<file path="config.mk">
export PLATFORM = sky130hd
export DESIGN_NAME = tile_ram_arbiter_flat
export DESIGN_NICKNAME = d
export VERILOG_FILES = /design/src/rtl/tile_ram_arbiter_if.sv /design/src/rtl/tile_ram_arbiter.sv /design/src/flat_wrapper.sv
export SDC_FILE = /design/constraint.sdc
export NUM_CORES = 1
export LEC_CHECK = 0
export CAP_MARGIN = 0
export CORE_MARGIN = 5
export CORE_UTILIZATION = 45
export DETAILED_ROUTE_END_ITERATION = 10
export PLACE_DENSITY = 0.7
export SLEW_MARGIN = 20
export SYNTH_ARGS = -nofsm -noshare
export SYNTH_HDL_FRONTEND = slang
export SYNTH_SLANG_ARGS = --single-unit
</file>
<file path="constraint.sdc">
create_clock -name clock_25 -period 2.2 [get_ports clock_25]
set_input_delay 0.44 -clock clock_25 [delete_from_list [all_inputs] [get_ports clock_25]]
set_output_delay 0.44 -clock clock_25 [all_outputs]
set_load 0.02 [all_outputs]
</file>
<file path="src/rtl/tile_ram_arbiter_if.sv">
// Bus bundle between the graphics reader, the game-logic writer and the tile RAM.
// The arbiter connects through the slave modport; the surrounding system uses master.
interface tile_ram_arbiter_if #(
    parameter int unsigned ADDR_W     = 9,
    parameter int unsigned DATA_W     = 3,
    parameter int unsigned FIFO_DEPTH = 4
);
    localparam int unsigned CNT_W = $clog2(FIFO_DEPTH) + 1;

    logic              video_on;
    logic              rd_req;
    logic [ADDR_W-1:0] rd_addr;
    logic [DATA_W-1:0] rd_data;
    logic              rd_valid;
    logic              wr_req;
    logic [ADDR_W-1:0] wr_addr;
    logic [DATA_W-1:0] wr_data;
    logic              wr_ready;
    logic              overflow;
    logic [CNT_W-1:0]  pending;
    logic [ADDR_W-1:0] ram_addr;
    logic              ram_we;
    logic [DATA_W-1:0] ram_wdata;
    logic [DATA_W-1:0] ram_rdata;

    modport master (
        output video_on, rd_req, rd_addr, wr_req, wr_addr, wr_data, ram_rdata,
        input  rd_data, rd_valid, wr_ready, overflow, pending, ram_addr, ram_we, ram_wdata
    );

    modport slave (
        input  video_on, rd_req, rd_addr, wr_req, wr_addr, wr_data, ram_rdata,
        output rd_data, rd_valid, wr_ready, overflow, pending, ram_addr, ram_we, ram_wdata
    );
endinterface

</file>
<file path="src/rtl/tile_ram_arbiter.sv">
// Single-port tile RAM arbiter: pixel reads always win, game-logic writes are
// buffered in a small FIFO and drained in read-free (optionally blanking-only) cycles.
module tile_ram_arbiter #(
    parameter int unsigned ADDR_W     = 9,
    parameter int unsigned DATA_W     = 3,
    parameter int unsigned FIFO_DEPTH = 4,
    parameter bit          TEAR_FREE  = 1'b1
) (
    input  logic              clock_25,
    input  logic              reset_key,
    tile_ram_arbiter_if.slave bus
);
    localparam int unsigned PTR_W = $clog2(FIFO_DEPTH);
    localparam int unsigned CNT_W = PTR_W + 1;
    localparam logic [CNT_W-1:0] FULL_CNT = CNT_W'(FIFO_DEPTH);

    typedef enum logic [1:0] {IDLE, RD, WR} state_e;

    state_e            state_q, state_d;
    logic [ADDR_W-1:0] fifo_addr_q [FIFO_DEPTH];
    logic [DATA_W-1:0] fifo_data_q [FIFO_DEPTH];
    logic [PTR_W-1:0]  wr_ptr_q, rd_ptr_q;
    logic [CNT_W-1:0]  count_q, count_d;
    logic              overflow_q;
    logic [1:0]        rd_pipe_q;
    logic [ADDR_W-1:0] ram_addr_q, ram_addr_d;
    logic [DATA_W-1:0] ram_wdata_q, ram_wdata_d;
    logic              full, push, pop, drain_ok;

    assign full     = (count_q == FULL_CNT);
    assign push     = bus.wr_req && !full;
    assign drain_ok = !TEAR_FREE || !bus.video_on;
    assign pop      = (state_d == WR);

    always_comb begin
        state_d = IDLE;
        if (bus.rd_req) begin
            state_d = RD;
        end else if ((count_q != '0) && drain_ok) begin
            state_d = WR;
        end
    end

    // RAM address/data are registered alongside the decision; ram_we is decoded from the state.
    always_comb begin
        ram_addr_d  = ram_addr_q;
        ram_wdata_d = ram_wdata_q;
        unique case (state_d)
            RD: ram_addr_d = bus.rd_addr;
            WR: begin
                ram_addr_d  = fifo_addr_q[rd_ptr_q];
                ram_wdata_d = fifo_data_q[rd_ptr_q];
            end
            default: ;
        endcase
    end

    always_comb begin
        count_d = count_q;
        unique case ({push, pop})
            2'b10:   count_d = count_q + CNT_W'(1);
            2'b01:   count_d = count_q - CNT_W'(1);
            default: ;
        endcase
    end

    always_ff @(posedge clock_25 or negedge reset_key) begin
        if (!reset_key) begin
            state_q     <= IDLE;
            ram_addr_q  <= '0;
            ram_wdata_q <= '0;
            wr_ptr_q    <= '0;
            rd_ptr_q    <= '0;
            count_q     <= '0;
            overflow_q  <= 1'b0;
            rd_pipe_q   <= '0;
        end else begin
            state_q     <= state_d;
            ram_addr_q  <= ram_addr_d;
            ram_wdata_q <= ram_wdata_d;
            count_q     <= count_d;
            rd_pipe_q   <= {rd_pipe_q[0], bus.rd_req};
            if (push) wr_ptr_q <= wr_ptr_q + PTR_W'(1);
            if (pop) rd_ptr_q <= rd_ptr_q + PTR_W'(1);
            if (bus.wr_req && full) overflow_q <= 1'b1;
        end
    end

    always_ff @(posedge clock_25) begin
        if (push) begin
            fifo_addr_q[wr_ptr_q] <= bus.wr_addr;
            fifo_data_q[wr_ptr_q] <= bus.wr_data;
        end
    end

    assign bus.rd_data   = bus.ram_rdata;
    assign bus.rd_valid  = rd_pipe_q[1];
    assign bus.wr_ready  = !full;
    assign bus.overflow  = overflow_q;
    assign bus.pending   = count_q;
    assign bus.ram_addr  = ram_addr_q;
    assign bus.ram_we    = (state_q == WR);
    assign bus.ram_wdata = ram_wdata_q;
endmodule

</file>
<file path="src/flat_wrapper.sv">
// flat-port wrapper written by rule: the top's interface ports become plain ports
module tile_ram_arbiter_flat 
#(
    parameter int unsigned ADDR_W     = 9,
    parameter int unsigned DATA_W     = 3,
    parameter int unsigned FIFO_DEPTH = 4,
    parameter bit          TEAR_FREE  = 1'b1
)
  (clock_25, reset_key, bus_video_on, bus_rd_req, bus_rd_addr, bus_wr_req, bus_wr_addr, bus_wr_data, bus_ram_rdata, bus_rd_data, bus_rd_valid, bus_wr_ready, bus_overflow, bus_pending, bus_ram_addr, bus_ram_we, bus_ram_wdata);
  tile_ram_arbiter_if #(.ADDR_W(ADDR_W), .DATA_W(DATA_W), .FIFO_DEPTH(FIFO_DEPTH)) bus_i ();
  input  logic clock_25;
  input  logic reset_key;
  input wire logic [$bits(bus_i.video_on)-1:0] bus_video_on;
  input wire logic [$bits(bus_i.rd_req)-1:0] bus_rd_req;
  input wire logic [$bits(bus_i.rd_addr)-1:0] bus_rd_addr;
  input wire logic [$bits(bus_i.wr_req)-1:0] bus_wr_req;
  input wire logic [$bits(bus_i.wr_addr)-1:0] bus_wr_addr;
  input wire logic [$bits(bus_i.wr_data)-1:0] bus_wr_data;
  input wire logic [$bits(bus_i.ram_rdata)-1:0] bus_ram_rdata;
  output wire logic [$bits(bus_i.rd_data)-1:0] bus_rd_data;
  output wire logic [$bits(bus_i.rd_valid)-1:0] bus_rd_valid;
  output wire logic [$bits(bus_i.wr_ready)-1:0] bus_wr_ready;
  output wire logic [$bits(bus_i.overflow)-1:0] bus_overflow;
  output wire logic [$bits(bus_i.pending)-1:0] bus_pending;
  output wire logic [$bits(bus_i.ram_addr)-1:0] bus_ram_addr;
  output wire logic [$bits(bus_i.ram_we)-1:0] bus_ram_we;
  output wire logic [$bits(bus_i.ram_wdata)-1:0] bus_ram_wdata;
  assign bus_i.video_on = bus_video_on;
  assign bus_i.rd_req = bus_rd_req;
  assign bus_i.rd_addr = bus_rd_addr;
  assign bus_i.wr_req = bus_wr_req;
  assign bus_i.wr_addr = bus_wr_addr;
  assign bus_i.wr_data = bus_wr_data;
  assign bus_i.ram_rdata = bus_ram_rdata;
  assign bus_rd_data = bus_i.rd_data;
  assign bus_rd_valid = bus_i.rd_valid;
  assign bus_wr_ready = bus_i.wr_ready;
  assign bus_overflow = bus_i.overflow;
  assign bus_pending = bus_i.pending;
  assign bus_ram_addr = bus_i.ram_addr;
  assign bus_ram_we = bus_i.ram_we;
  assign bus_ram_wdata = bus_i.ram_wdata;
  tile_ram_arbiter #(.ADDR_W(ADDR_W), .DATA_W(DATA_W), .FIFO_DEPTH(FIFO_DEPTH), .TEAR_FREE(TEAR_FREE)) u_core (.clock_25(clock_25), .reset_key(reset_key), .bus(bus_i));
endmodule
</file>
==> impl_metrics.prom, run 1 <==
# TYPE chip_impl_metric gauge
chip_impl_metric{name="cp_num_cells",unit=""} 9
chip_impl_metric{name="num_cts_buffers",unit=""} 9
chip_impl_metric{name="post_synthesis_instance_area",unit="sq um"} 2840
chip_impl_metric{name="worst-r2r-cell-count",unit=""} 9
chip_impl_metric{name="rrSetupSlack",unit="ns"} 0.19
chip_impl_metric{name="tightestPinTransition",unit="ns"} 0.601
chip_impl_metric{name="drc_errors",unit=""} 0
chip_impl_metric{name="cellLeakagePower",unit="nW"} 1.35
chip_impl_metric{name="antenna_found_initial",unit=""} 0
chip_impl_metric{name="floorplan.die.width",unit="microns"} 89.5
chip_impl_metric{name="final_util",unit="%"} 58.5
chip_impl_metric{name="buffer_ports.inserted",unit=""} 44
chip_impl_metric{name="clock_skew",unit="ns"} 0.00834
chip_impl_metric{name="postPlaceCellArea",unit="sq um"} 3440
chip_impl_metric{name="synth.ff_latch_count",unit=""} 71
chip_impl_info{name="critical-path-top-delay-family",value="buffers and inverters"} 1
chip_impl_metric{name="regArea",unit="sq um"} 2020
chip_impl_metric{name="slew_headroom",unit="%"} 60.0
chip_impl_metric{name="drv.max_cap_violation_count",unit=""} 0
chip_impl_metric{name="post-cts-setup-buffer-count",unit=""} 0
chip_impl_metric{name="vias",unit=""} 1481
chip_impl_metric{name="row_count",unit=""} 29
chip_impl_info{name="cp_cell_sequence",value="clkdlybuf4s50_1 -> or3_4 -> inv_1 -> ha_1 -> inv_1 -> fa_2 -> xor2_1 -> nor2_1 -> xor2_1"} 1
chip_impl_metric{name="final_setup_vio_count",unit=""} 0
chip_impl_metric{name="path_buf_inv",unit=""} 3
chip_impl_metric{name="switching_share",unit="%"} 29.9
chip_impl_metric{name="slowest_delay",unit="ns"} 0.42
chip_impl_metric{name="finalHoldWorstSlack",unit="ns"} 0.383
chip_impl_info{name="hold-path-endpoint",value="u_core.rd_pipe_q[1]$_DFF_PN0_"} 1
chip_impl_metric{name="overall_routed_net_length",unit="mm"} 5.25
chip_impl_metric{name="first_global_vias",unit=""} 1699
chip_impl_metric{name="power",unit="mW"} 4.44
chip_impl_metric{name="power_switching",unit="mW"} 1.33
chip_impl_metric{name="nets",unit=""} 242
chip_impl_metric{name="floorplan.io_pins",unit=""} 51
chip_impl_metric{name="numPlacedInstances",unit=""} 273
chip_impl_metric{name="ir_worst_vdd",unit="V"} 0.000599
chip_impl_metric{name="fin_area",unit="sq um"} 3650
chip_impl_info{name="worst_r2r_startpoint",value="u_core.bus.pending[2]$_DFFE_PN0P_"} 1
chip_impl_metric{name="hold_viol",unit=""} 0
chip_impl_metric{name="multiInputGateArea",unit="sq um"} 733
chip_impl_metric{name="grt_max_degree",unit=""} 24
chip_impl_metric{name="antenna_violating_nets_left",unit=""} 0
chip_impl_metric{name="worst_ep_required_time",unit="ns"} 2.45
chip_impl_metric{name="layout.cells.non_filler",unit=""} 289
chip_impl_metric{name="antenna_cells",unit=""} 0
chip_impl_metric{name="timing.final.max_slew_violations",unit=""} 0
chip_impl_metric{name="holdPathStages",unit=""} 0
chip_impl_metric{name="cts.clk_slew.worst_paths",unit="ns"} 0.07
chip_impl_metric{name="design.core.area",unit="sq um"} 6240
chip_impl_info{name="run_status",value="completed"} 1
chip_impl_metric{name="final.min_clock_period",unit="ns"} 2.06
chip_impl_metric{name="cts_num_sinks",unit=""} 71
chip_impl_info{name="worst_path_max_delay_cell",value="sky130_fd_sc_hd__clkdlybuf4s50_1"} 1
chip_impl_metric{name="aggregate_global_routing_overflow",unit=""} 0
chip_impl_metric{name="power.share.combinational",unit="%"} 31.8
chip_impl_metric{name="ys_warn_count",unit=""} 0
chip_impl_metric{name="grt_pass1_wl",unit="mm"} 8.49
chip_impl_metric{name="share_seq_of_total_power",unit="%"} 45.3
chip_impl_metric{name="power.internal",unit="mW"} 3.11
chip_impl_metric{name="cts_hold_buffers",unit=""} 0
chip_impl_metric{name="layout-drive-gt1-share",unit="%"} 24.1
chip_impl_metric{name="layout.filler_cells",unit=""} 476
chip_impl_metric{name="place.gp.congestion",unit=""} 0.798
chip_impl_metric{name="grt_use_total",unit="%"} 15.0
chip_impl_info{name="min_from",value="u_core.state_q[0]$_DFF_PN0_"} 1
chip_impl_metric{name="synth.lib_cells_used.distinct",unit=""} 31
chip_impl_info{name="worst_setup_path_end_kind",value="register"} 1
chip_impl_metric{name="place_hpwl",unit="mm"} 3.58
chip_impl_metric{name="start_util",unit="%"} 45.5
chip_impl_info{name="timing.rr.end",value="u_core.bus.pending[2]$_DFFE_PN0P_"} 1
chip_impl_metric{name="post_synthesis_sequential_area_ratio",unit="%"} 71.0
chip_impl_metric{name="drt_first_iter_violations",unit=""} 81
chip_impl_metric{name="floorplan.die.height",unit="microns"} 89.5
chip_impl_info{name="setup_repair_after_global_routing_missed_its_margin",value="false"} 1
chip_impl_info{name="cts_root_buffer",value="sky130_fd_sc_hd__clkbuf_8"} 1
chip_impl_metric{name="synthesis.instances",unit=""} 149
chip_impl_metric{name="area_growth_syn_to_layout",unit="%"} 28.5
chip_impl_info{name="timing_worst_setup_path_type",value="in2reg"} 1
chip_impl_metric{name="synth_area_per_inst",unit="sq um"} 19.1
chip_impl_metric{name="worstPathMaxFanout",unit=""} 2
chip_impl_metric{name="first_pass_detailed_route_iteration_total",unit=""} 5
chip_impl_metric{name="floorplan.die_area",unit="sq um"} 8010
chip_impl_metric{name="avgViaCountPerCell",unit=""} 5.12
chip_impl_metric{name="cts_max_level",unit=""} 3
chip_impl_info{name="worstHoldPathType",value="reg2reg"} 1
chip_impl_metric{name="timing.fmax",unit="GHz"} 0.485
chip_impl_info{name="worstSetupStartpointType",value="primary input"} 1
chip_impl_metric{name="syn_nets",unit=""} 184
chip_impl_metric{name="clkLatencyLatePin",unit="ns"} 0.34
chip_impl_metric{name="power_density_cells",unit="nW/um^2"} 1220
chip_impl_metric{name="timing.critical_path.arrival",unit="ns"} 2.31
chip_impl_info{name="cts_tree",value="yes"} 1
chip_impl_metric{name="clkPwrFrac",unit="%"} 22.8
chip_impl_metric{name="ctsLongestPathBuffers",unit=""} 2
chip_impl_metric{name="period_share",unit="%"} 93.7
chip_impl_metric{name="routed_wl_per_cell",unit="microns"} 18.2
-- power groups by stage --
stage,sequential [mW],clock [mW],combinational (mW)
2_1_floorplan,2.07,0,0.805
3_3_place_gp,2.02,0,1.38
3_5_place_dp,2.04,0,1.43
4_1_cts,2.02,1.04,1.43
5_1_grt,2.06,1.11,1.53
6_report,2.01,1.01,1.41
-- synthesized netlist by cell type (all sizes together) --
cell    count  area share [%]
a221o       6             2.1
ha          5             2.2
nor3        1            0.35
nand2       1            0.13
nand2b      3            0.66
dfrtp      23              20
edfxtp     48              51
a31o        1            0.31
o221a       3             1.2
xor2        3            0.92
o21bai      1            0.26
nor2b       1            0.22
xnor2       3            0.92
buf         7             2.2
and2        9             2.0
clkbuf      1            0.13
a21boi      1            0.26
o21ba       1            0.35
fa          1            0.70
inv         8             1.1
or3         1            0.22
mux2i       1            0.35
nor4b       2            0.62
mux4       12             9.9
mux2        4             1.6
nor2        2            0.26
-- metal layers --
| layer | part of all wire, % | vias up | global-route usage (%) |
|---|---|---|---|
| li1 | - | 687 | - |
| met1 | 41 | 750 | 18.0 |
| met2 | 52 | 37 | 24.2 |
| met3 | 5.8 | 7 | 4.88 |
| met4 | 1.4 | 0 | 7.44 |
| met5 | 0 | - | 0 |
-- per-stage QoR --
stage                     setup WS [ns]  setup TNS [ns]
after floorplan                  0.0395               0
after global placement           -0.190          -0.198
after detailed placement         -0.304          -0.318
after CTS                        0.0478               0
after global routing             0.0203               0
final                             0.138               0
-- timing repair --
action,in CTS,in global routing
endpoints found under the hold margin,0,0
endpoints found under the setup margin,0,1
gates resized for setup,0,4
-- layout make-up --
cell class	count	share of cell area [%]
Tap cell	77	2.64
Clock inverter	6	1.64
Sequential cell	71	55.3
Timing Repair Buffer	55	15.7
Multi-Input combinational cell	62	20.1
Inverter	8	0.891
Clock buffer	10	3.77
-- worst max-delay path by stage --
stage,start,end
floorplan,u_core.bus.pending[2]$_DFFE_PN0P_,u_core.bus.pending[2]$_DFFE_PN0P_
global placement,bus_video_on,u_core.bus.pending[2]$_DFFE_PN0P_
detailed placement,bus_video_on,u_core.bus.pending[2]$_DFFE_PN0P_
CTS,u_core.bus.pending[2]$_DFFE_PN0P_,u_core.bus.pending[2]$_DFFE_PN0P_
global route,bus_video_on,u_core.bus.pending[2]$_DFFE_PN0P_
finish,bus_video_on,u_core.bus.pending[2]$_DFFE_PN0P_
-- state kept, by name (all words and copies together), names as in the netlist --
name,cells
u_core.fifo_addr_q,36
u_core.fifo_data_q,12
u_core.bus.ram_addr,9
u_core.bus.pending,3
u_core.bus.ram_wdata,3
u_core.rd_ptr_q,2
u_core.state_q,2
u_core.wr_ptr_q,2
u_core.bus.overflow,1
u_core.rd_pipe_q,1
-- cell usage in the layout, fill, tap and decap left out --
cell,instances
sky130_fd_sc_hd__a21boi_1,1
sky130_fd_sc_hd__a221o_1,6
sky130_fd_sc_hd__a31o_2,1
sky130_fd_sc_hd__and2_1,9
sky130_fd_sc_hd__buf_12,4
sky130_fd_sc_hd__buf_4,7
sky130_fd_sc_hd__bufinv_16,1
sky130_fd_sc_hd__clkbuf_8,10
sky130_fd_sc_hd__clkdlybuf4s50_1,44
sky130_fd_sc_hd__clkinv_2,3
sky130_fd_sc_hd__clkinvlp_4,2
sky130_fd_sc_hd__dfrtp_1,21
sky130_fd_sc_hd__dfrtp_2,2
sky130_fd_sc_hd__edfxtp_1,48
sky130_fd_sc_hd__fa_2,1
sky130_fd_sc_hd__ha_1,5
sky130_fd_sc_hd__inv_1,7
sky130_fd_sc_hd__inv_4,1
sky130_fd_sc_hd__mux2_2,4
sky130_fd_sc_hd__mux2i_1,1
sky130_fd_sc_hd__mux4_1,3
sky130_fd_sc_hd__mux4_2,9
sky130_fd_sc_hd__nand2_1,1
sky130_fd_sc_hd__nand2b_1,3
sky130_fd_sc_hd__nor2_1,2
sky130_fd_sc_hd__nor2b_1,1
sky130_fd_sc_hd__nor3_2,1
sky130_fd_sc_hd__nor4b_1,2
sky130_fd_sc_hd__o21ba_2,1
sky130_fd_sc_hd__o21bai_1,1
sky130_fd_sc_hd__o221a_2,3
sky130_fd_sc_hd__or3_4,1
sky130_fd_sc_hd__xnor2_1,3
sky130_fd_sc_hd__xor2_1,3
-- cell families (layout without fill, tap and decap cells) --
kind of cell | count (synthesis) | in the layout | share of synthesized area [%]
mux | 17 | 17 | 11.8
compound gates | 13 | 13 | 4.49
fa+ha+maj | 6 | 6 | 2.90
xor+xnor | 6 | 6 | 1.85
flops | 71 | 71 | 71.0
buf+inv | 16 | 79 | 3.52
simple gates | 20 | 20 | 4.45
Power figures use the tool's default switching activity.
==> run 2, diff against run 1 <==
- CAP_MARGIN: 0 -> 10
- CORE_MARGIN: 5 -> 2
- PLACE_DENSITY: 0.7 -> 0.8
==> run 2 against run 1 <==
Net effect:
- register-to-register slack worse by 0.03 ns
- clock-buffer cell count unchanged
- die area down 13%
- combinational power down 4%
- final cell count up 0.69%
- non-clock buffer count up 4
- power down 5.0%
- sequential share of layout area up 0.93 points
- clock power down 15%
- utilization up 1.0 points
- critical path depth down 6
- global-route usage up 0.63 points
==> impl_metrics.prom, run 2 (synthesis results as in run 1) <==
# TYPE chip_impl_metric gauge
chip_impl_info{name="run_status",value="completed"} 1
chip_impl_metric{name="drt_first_iter_violations",unit=""} 64
chip_impl_metric{name="buffer_ports.inserted",unit=""} 44
chip_impl_metric{name="floorplan.die.height",unit="microns"} 83.5
chip_impl_metric{name="postCtsResizedCells",unit=""} 0
chip_impl_metric{name="numPlacedInstances",unit=""} 275
chip_impl_metric{name="slew_headroom",unit="%"} 61.6
chip_impl_metric{name="cts_max_level",unit=""} 3
chip_impl_metric{name="antenna_violating_nets_left",unit=""} 0
chip_impl_metric{name="cts_hold_buffers",unit=""} 0
chip_impl_metric{name="routed_wl_per_cell",unit="microns"} 17.1
chip_impl_info{name="worst_r2r_startpoint",value="u_core.bus.pending[2]$_DFFE_PN0P_"} 1
chip_impl_metric{name="floorplan.die_area",unit="sq um"} 6970
chip_impl_metric{name="layout.filler_cells",unit=""} 453
chip_impl_info{name="setup_repair_after_global_routing_missed_its_margin",value="false"} 1
chip_impl_metric{name="power_density_cells",unit="nW/um^2"} 1180
chip_impl_metric{name="first_pass_detailed_route_iteration_total",unit=""} 6
chip_impl_metric{name="cellLeakagePower",unit="nW"} 1.34
chip_impl_metric{name="grt_max_degree",unit=""} 24
chip_impl_metric{name="worst-r2r-cell-count",unit=""} 9
chip_impl_metric{name="antenna_cells",unit=""} 0
chip_impl_metric{name="worstPathMaxFanout",unit=""} 5
chip_impl_metric{name="place.gp.congestion",unit=""} 0.720
chip_impl_metric{name="avgViaCountPerCell",unit=""} 5.18
chip_impl_info{name="timing_worst_setup_path_type",value="reg2out"} 1
chip_impl_info{name="worstHoldPathType",value="reg2reg"} 1
chip_impl_metric{name="row_count",unit=""} 28
chip_impl_metric{name="worst_ep_required_time",unit="ns"} 1.76
chip_impl_metric{name="drv.max_cap_violation_count",unit=""} 0
chip_impl_info{name="critical_path_origin",value="u_core.bus.pending[0]$_DFFE_PN0P_"} 1
chip_impl_metric{name="floorplan.die.width",unit="microns"} 83.5
chip_impl_metric{name="timing.fmax",unit="GHz"} 0.488
chip_impl_metric{name="final_setup_vio_count",unit=""} 0
chip_impl_metric{name="timing.final.max_slew_violations",unit=""} 0
chip_impl_metric{name="layout.cells.non_filler",unit=""} 291
chip_impl_metric{name="final_setup_slack_of_the_worst_path",unit="ns"} 0.152
chip_impl_metric{name="floorplan.io_pins",unit=""} 51
chip_impl_info{name="layout_common_cells",value="sky130_fd_sc_hd__edfxtp_1, sky130_fd_sc_hd__clkdlybuf4s50_1, sky130_fd_sc_hd__dfrtp_1"} 1
chip_impl_info{name="timing.rr.end",value="u_core.bus.pending[2]$_DFFE_PN0P_"} 1
chip_impl_metric{name="start_util",unit="%"} 47.2
chip_impl_metric{name="vias",unit=""} 1507
chip_impl_metric{name="tns",unit="ns"} 0
chip_impl_metric{name="clock_skew",unit="ns"} 0.00576
chip_impl_metric{name="area_growth_syn_to_layout",unit="%"} 26.2
chip_impl_metric{name="place_hpwl",unit="mm"} 3.48
chip_impl_metric{name="number_of_flip_flops_in_the_largest_register",unit=""} 36
chip_impl_info{name="top_register",value="u_core.fifo_addr_q"} 1
chip_impl_metric{name="period_share",unit="%"} 93.1
chip_impl_metric{name="grt_use_total",unit="%"} 15.6
chip_impl_metric{name="ir_worst_vdd",unit="V"} 0.000795
chip_impl_metric{name="ctsLongestPathBuffers",unit=""} 2
chip_impl_info{name="worstSetupStartpointType",value="register"} 1
chip_impl_metric{name="aggregate_global_routing_overflow",unit=""} 0
chip_impl_metric{name="final.min_clock_period",unit="ns"} 2.05
chip_impl_metric{name="drc_errors",unit=""} 0
chip_impl_metric{name="hold_viol",unit=""} 0
chip_impl_metric{name="overall_routed_net_length",unit="mm"} 4.98
chip_impl_info{name="cts_root_buffer",value="sky130_fd_sc_hd__clkbuf_8"} 1
chip_impl_metric{name="cts.clk_slew.worst_paths",unit="ns"} 0.07
chip_impl_metric{name="grt_pass1_wl",unit="mm"} 7.96
chip_impl_metric{name="tightestPinTransition",unit="ns"} 0.576
chip_impl_metric{name="antenna_found_initial",unit=""} 0
chip_impl_info{name="critPathCapture",value="bus_wr_ready"} 1
chip_impl_info{name="cts_tree",value="yes"} 1
chip_impl_metric{name="design.core.area",unit="sq um"} 6030
chip_impl_metric{name="clkLatencyLatePin",unit="ns"} 0.34
chip_impl_metric{name="first_global_vias",unit=""} 1532
chip_impl_metric{name="timing.critical_path.arrival",unit="ns"} 1.61
chip_impl_metric{name="finalHoldWorstSlack",unit="ns"} 0.375
chip_impl_info{name="worst_setup_path_end_kind",value="output pin"} 1
chip_impl_metric{name="rrSetupSlack",unit="ns"} 0.16
chip_impl_metric{name="cts_num_sinks",unit=""} 71
chip_impl_metric{name="nets",unit=""} 246
chip_impl_info{name="layout_commonest_cell",value="sky130_fd_sc_hd__edfxtp_1"} 1
chip_impl_metric{name="place_worst_setup_slack",unit="ns"} -0.171
chip_impl_metric{name="layout-drive-gt1-share",unit="%"} 22.7
chip_impl_metric{name="post-cts-setup-buffer-count",unit=""} 0
chip_impl_metric{name="num_cts_buffers",unit=""} 9
## run 2: cell types whose count changed in the layout (fill, tap and decap cells not counted), moves of 2 or more
| cell | previous run | this run |
|---|---|---|
| sky130_fd_sc_hd__buf_12 | 4 | 0 |
| sky130_fd_sc_hd__buf_4 | 7 | 15 |
| sky130_fd_sc_hd__dfrtp_1 | 21 | 23 |
| sky130_fd_sc_hd__dfrtp_2 | 2 | 0 |
## run 2: cell type report
type                            instances  area, sq um  share of cell area [%]
Sequential cell                        71         2020                    56.2
Multi-Input combinational cell         62          726                    20.2
Timing Repair Buffer                   59          553                    15.4
Clock buffer                           10          128                    3.56
Tap cell                               75         93.8                    2.62
Clock inverter                          6         37.5                    1.05
Inverter                                8         32.5                   0.907
## run 2: per-layer routing
layer | vias to the layer above | wire length [microns] | GRT usage (%)
met1 | 751 | 2190 | 19.7
met5 | - | 0 | 0
li1 | 698 | - | -
met3 | 7 | 358 | 8.11
met4 | 0 | 58 | 3.96
met2 | 51 | 2380 | 24.0
## run 2: worst max-delay path: stages, from the launching register on
cell and delay (ns):
sky130_fd_sc_hd__dfrtp_1 0.44, sky130_fd_sc_hd__nor2_1 0.19, sky130_fd_sc_hd__nand2_1 0.09, sky130_fd_sc_hd__clkdlybuf4s50_1 0.54
## run 2: per-stage QoR
step           total power, mW  cell area (sq um)  util [%]
3_3_place_gp              3.37               3420      56.8
3_5_place_dp              3.42               3420      56.8
2_1_floorplan             2.88               2840         -
5_1_grt                   4.46               3590      59.5
6_report                  4.22               3590      59.5
4_1_cts                   4.28               3590      59.5
## run 2: how the worst min path moves through the flow
stage	from	to	slack, ns	depth (start not counted)
after floorplan	reset_key	u_core.bus.overflow$_DFFE_PN0P_	0.14	0
after global placement	u_core.state_q[0]$_DFF_PN0_	u_core.rd_pipe_q[1]$_DFF_PN0_	0.36	0
after detailed placement	u_core.state_q[0]$_DFF_PN0_	u_core.rd_pipe_q[1]$_DFF_PN0_	0.36	0
after CTS	u_core.state_q[0]$_DFF_PN0_	u_core.rd_pipe_q[1]$_DFF_PN0_	0.38	0
after global routing	u_core.state_q[0]$_DFF_PN0_	u_core.rd_pipe_q[1]$_DFF_PN0_	0.40	0
final	u_core.state_q[0]$_DFF_PN0_	u_core.rd_pipe_q[1]$_DFF_PN0_	0.38	0
## run 2: power breakdown
group	leakage [nW]	switching [mW]	total, mW	internal (mW)
combinational	0.554	0.604	1.35	0.747
sequential	0.709	0.232	2.01	1.78
clock	0.0797	0.453	0.856	0.402
total	1.34	1.29	4.22	2.93
==> run 3, diff against run 2 <==
--- a/config.mk
+++ b/config.mk
@@ -8,3 +8,3 @@
 export CAP_MARGIN = 10
-export CORE_MARGIN = 2
+export CORE_MARGIN = 3
 export CORE_UTILIZATION = 45
--- a/constraint.sdc
+++ b/constraint.sdc
@@ -3,2 +3,2 @@
 set_output_delay 0.44 -clock clock_25 [all_outputs]
-set_load 0.02 [all_outputs]
+set_load 0.05 [all_outputs]
==> run 3 against run 2 <==
Net effect:
- non-clock buffer count fell by 4
- sequential share of layout area is 0.96 points lower
- via count shrank 0.86%
- utilization rose by 1.1 points
- combinational power grew 22%
- clock power up 30%
==> impl_metrics.prom, run 3 (synthesis results as in run 1) <==
# TYPE chip_impl_metric gauge
chip_impl_metric{name="global_route_met1_utilization",unit="%"} 21.0
chip_impl_metric{name="vias",unit=""} 1494
chip_impl_metric{name="start_util",unit="%"} 47.2
chip_impl_metric{name="layout.cells.non_filler",unit=""} 287
chip_impl_metric{name="timing.fmax",unit="GHz"} 0.481
chip_impl_info{name="layout_commonest_cell",value="sky130_fd_sc_hd__edfxtp_1"} 1
chip_impl_metric{name="row_count",unit=""} 28
chip_impl_info{name="setup_repair_after_global_routing_missed_its_margin",value="false"} 1
chip_impl_metric{name="cellLeakagePower",unit="nW"} 1.36
chip_impl_metric{name="place_hpwl",unit="mm"} 3.39
chip_impl_metric{name="floorplan.die.width",unit="microns"} 85.5
chip_impl_metric{name="drt_first_iter_violations",unit=""} 65
chip_impl_info{name="critical-path-top-delay-family",value="buffers and inverters"} 1
chip_impl_metric{name="power",unit="mW"} 4.79
chip_impl_metric{name="ir_worst_vdd",unit="V"} 0.000647
chip_impl_metric{name="drv.max_cap_violation_count",unit=""} 0
chip_impl_metric{name="antenna_violating_nets_left",unit=""} 0
chip_impl_metric{name="period_share",unit="%"} 94.5
chip_impl_metric{name="ctsLongestPathBuffers",unit=""} 2
chip_impl_metric{name="grt_use_total",unit="%"} 16.2
chip_impl_metric{name="grt_pass1_wl",unit="mm"} 8.71
chip_impl_metric{name="first_global_vias",unit=""} 1655
chip_impl_metric{name="numPlacedInstances",unit=""} 271
chip_impl_metric{name="cts_max_level",unit=""} 3
chip_impl_metric{name="clkLatencyLatePin",unit="ns"} 0.34
chip_impl_metric{name="clock_skew",unit="ns"} 0.00994
chip_impl_metric{name="place.gp.congestion",unit=""} 0.729
chip_impl_info{name="grt_busiest_layer",value="met2"} 1
chip_impl_metric{name="design.core.area",unit="sq um"} 6030
chip_impl_metric{name="multiInputGateArea",unit="sq um"} 732
chip_impl_info{name="worstSetupStartpointType",value="primary input"} 1
chip_impl_info{name="cts_root_buffer",value="sky130_fd_sc_hd__clkbuf_8"} 1
chip_impl_metric{name="overall_routed_net_length",unit="mm"} 5.12
chip_impl_metric{name="postPlaceCellArea",unit="sq um"} 3440
chip_impl_metric{name="number_of_flip_flops_in_the_largest_register",unit=""} 36
chip_impl_info{name="cp_cell_sequence",value="clkdlybuf4s50_1 -> or3_1 -> inv_1 -> ha_1 -> inv_1 -> fa_1 -> xor2_1 -> nor2_1 -> xor2_1"} 1
chip_impl_metric{name="groute.layer.met2.usage",unit="%"} 25.2
chip_impl_metric{name="aggregate_global_routing_overflow",unit=""} 0
chip_impl_info{name="run_status",value="completed"} 1
chip_impl_info{name="top_register",value="u_core.fifo_addr_q"} 1
chip_impl_metric{name="floorplan.die_area",unit="sq um"} 7310
chip_impl_metric{name="cts_num_sinks",unit=""} 71
chip_impl_metric{name="area_growth_syn_to_layout",unit="%"} 28.6
chip_impl_metric{name="post-cts-setup-buffer-count",unit=""} 0
chip_impl_metric{name="power_density_cells",unit="nW/um^2"} 1310
chip_impl_metric{name="first_pass_detailed_route_iteration_total",unit=""} 4
chip_impl_metric{name="globalRouteMet3Util",unit="%"} 5.05
chip_impl_metric{name="grt_max_degree",unit=""} 24
chip_impl_metric{name="num_cts_buffers",unit=""} 9
chip_impl_metric{name="timing.final.max_slew_violations",unit=""} 0
chip_impl_metric{name="timing.critical_path.arrival",unit="ns"} 2.34
chip_impl_metric{name="layout.filler_cells",unit=""} 457
chip_impl_info{name="worstHoldPathType",value="reg2reg"} 1
chip_impl_metric{name="buffer_ports.inserted",unit=""} 44
chip_impl_metric{name="final_util",unit="%"} 60.7
chip_impl_info{name="worst_path_max_delay_cell",value="sky130_fd_sc_hd__clkdlybuf4s50_1"} 1
chip_impl_metric{name="tns",unit="ns"} 0
chip_impl_metric{name="antenna_cells",unit=""} 0
chip_impl_metric{name="worstPathMaxFanout",unit=""} 2
chip_impl_metric{name="layout-drive-gt1-share",unit="%"} 23.1
chip_impl_metric{name="tightestPinTransition",unit="ns"} 0.545
chip_impl_info{name="layout_common_cells",value="sky130_fd_sc_hd__edfxtp_1, sky130_fd_sc_hd__clkdlybuf4s50_1, sky130_fd_sc_hd__dfrtp_1"} 1
chip_impl_metric{name="avgViaCountPerCell",unit=""} 5.21
chip_impl_metric{name="worst_ep_required_time",unit="ns"} 2.46
chip_impl_metric{name="floorplan.die.height",unit="microns"} 85.5
chip_impl_metric{name="slew_headroom",unit="%"} 63.6
chip_impl_metric{name="final.min_clock_period",unit="ns"} 2.08
chip_impl_metric{name="regArea",unit="sq um"} 2020
chip_impl_metric{name="antenna_found_initial",unit=""} 0
chip_impl_metric{name="drc_errors",unit=""} 0
chip_impl_metric{name="slowest_delay",unit="ns"} 0.42
chip_impl_metric{name="nets",unit=""} 242
chip_impl_info{name="cts_tree",value="yes"} 1
chip_impl_metric{name="hold_viol",unit=""} 0
chip_impl_metric{name="cts.clk_slew.worst_paths",unit="ns"} 0.07
chip_impl_metric{name="final_setup_vio_count",unit=""} 0
chip_impl_info{name="timing_worst_setup_path_type",value="in2reg"} 1
chip_impl_metric{name="path_buf_inv",unit=""} 3
chip_impl_metric{name="floorplan.io_pins",unit=""} 51
chip_impl_metric{name="fin_area",unit="sq um"} 3660
chip_impl_info{name="worst_setup_path_end_kind",value="register"} 1
chip_impl_metric{name="routed_wl_per_cell",unit="microns"} 17.9
-- run 3: cell count changes in the layout (fill, tap and decap cells not counted), sizes merged --
cell	change
buf	-4
bufinv	+2
clkdlybuf4s50	-1
clkinv	-1
clkinvlp	-1
dlymetal6s2s	+1
-- run 3: power breakdown --
part	switching [mW]	internal, mW
Combinational	0.887	0.762
Clock	0.469	0.636
Sequential	0.244	1.79
-- run 3: path summary, 6_finish.rpt --
| kind | startpoint | to | slack [ns] | cells after the start |
|---|---|---|---|---|
| worst min register to register | u_core.state_q[0]$_DFF_PN0_ | u_core.rd_pipe_q[1]$_DFF_PN0_ | 0.38 | 0 |
| worst min-delay path | u_core.state_q[0]$_DFF_PN0_ | u_core.rd_pipe_q[1]$_DFF_PN0_ | 0.38 | 0 |
| min in group asynchronous | reset_key | u_core.bus.ram_wdata[2]$_DFFE_PN0N_ | 0.45 | 2 |
| max in group asynchronous | reset_key | u_core.bus.pending[1]$_DFFE_PN0P_ | 1.48 | 2 |
| worst max register to register | u_core.bus.pending[2]$_DFFE_PN0P_ | u_core.bus.pending[2]$_DFFE_PN0P_ | 0.21 | 9 |
| worst max-delay path | bus_video_on | u_core.bus.pending[2]$_DFFE_PN0P_ | 0.12 | 9 |
-- run 3: area by class of cell --
type / instances / area share [%]
inverters: 8 / 0.890
multi-input cells: 62 / 20.0
well taps: 75 / 2.57
clock inverters: 6 / 2.36
flip-flops and latches: 71 / 55.3
repair buffers: 55 / 15.4
clock buffers: 10 / 3.49
-- run 3: worst register-to-register path: stages (launching register included) --
cell and delay (ns):
sky130_fd_sc_hd__dfrtp_2 0.44, sky130_fd_sc_hd__nor3_4 0.07, sky130_fd_sc_hd__or3_1 0.34, sky130_fd_sc_hd__inv_1 0.07, sky130_fd_sc_hd__ha_1 0.15, sky130_fd_sc_hd__inv_1 0.05, sky130_fd_sc_hd__fa_1 0.37, sky130_fd_sc_hd__xor2_1 0.15
sky130_fd_sc_hd__nor2_1 0.12, sky130_fd_sc_hd__xor2_1 0.15
-- run 3: metal layers --
layer  vias up  share of wire [%]
li1        688                  -
met1       751                 43
met2        46                 51
met3         9                5.3
met4         0                1.3
met5         -                  0
-- run 3: timing repair --
action                     4_1_cts  5_1_grt
setup endpoints to repair        0        1
resized for setup                0        1
hold buffers                     0        0
-- run 3: per-stage QoR --
stage	setup WS, ns	hold slack (ns)
final	0.120	0.380
after global routing	0.00166	0.411
after CTS	0.00485	0.378
after detailed placement	-0.217	0.361
after global placement	-0.167	0.358
after floorplan	0.00764	0.144
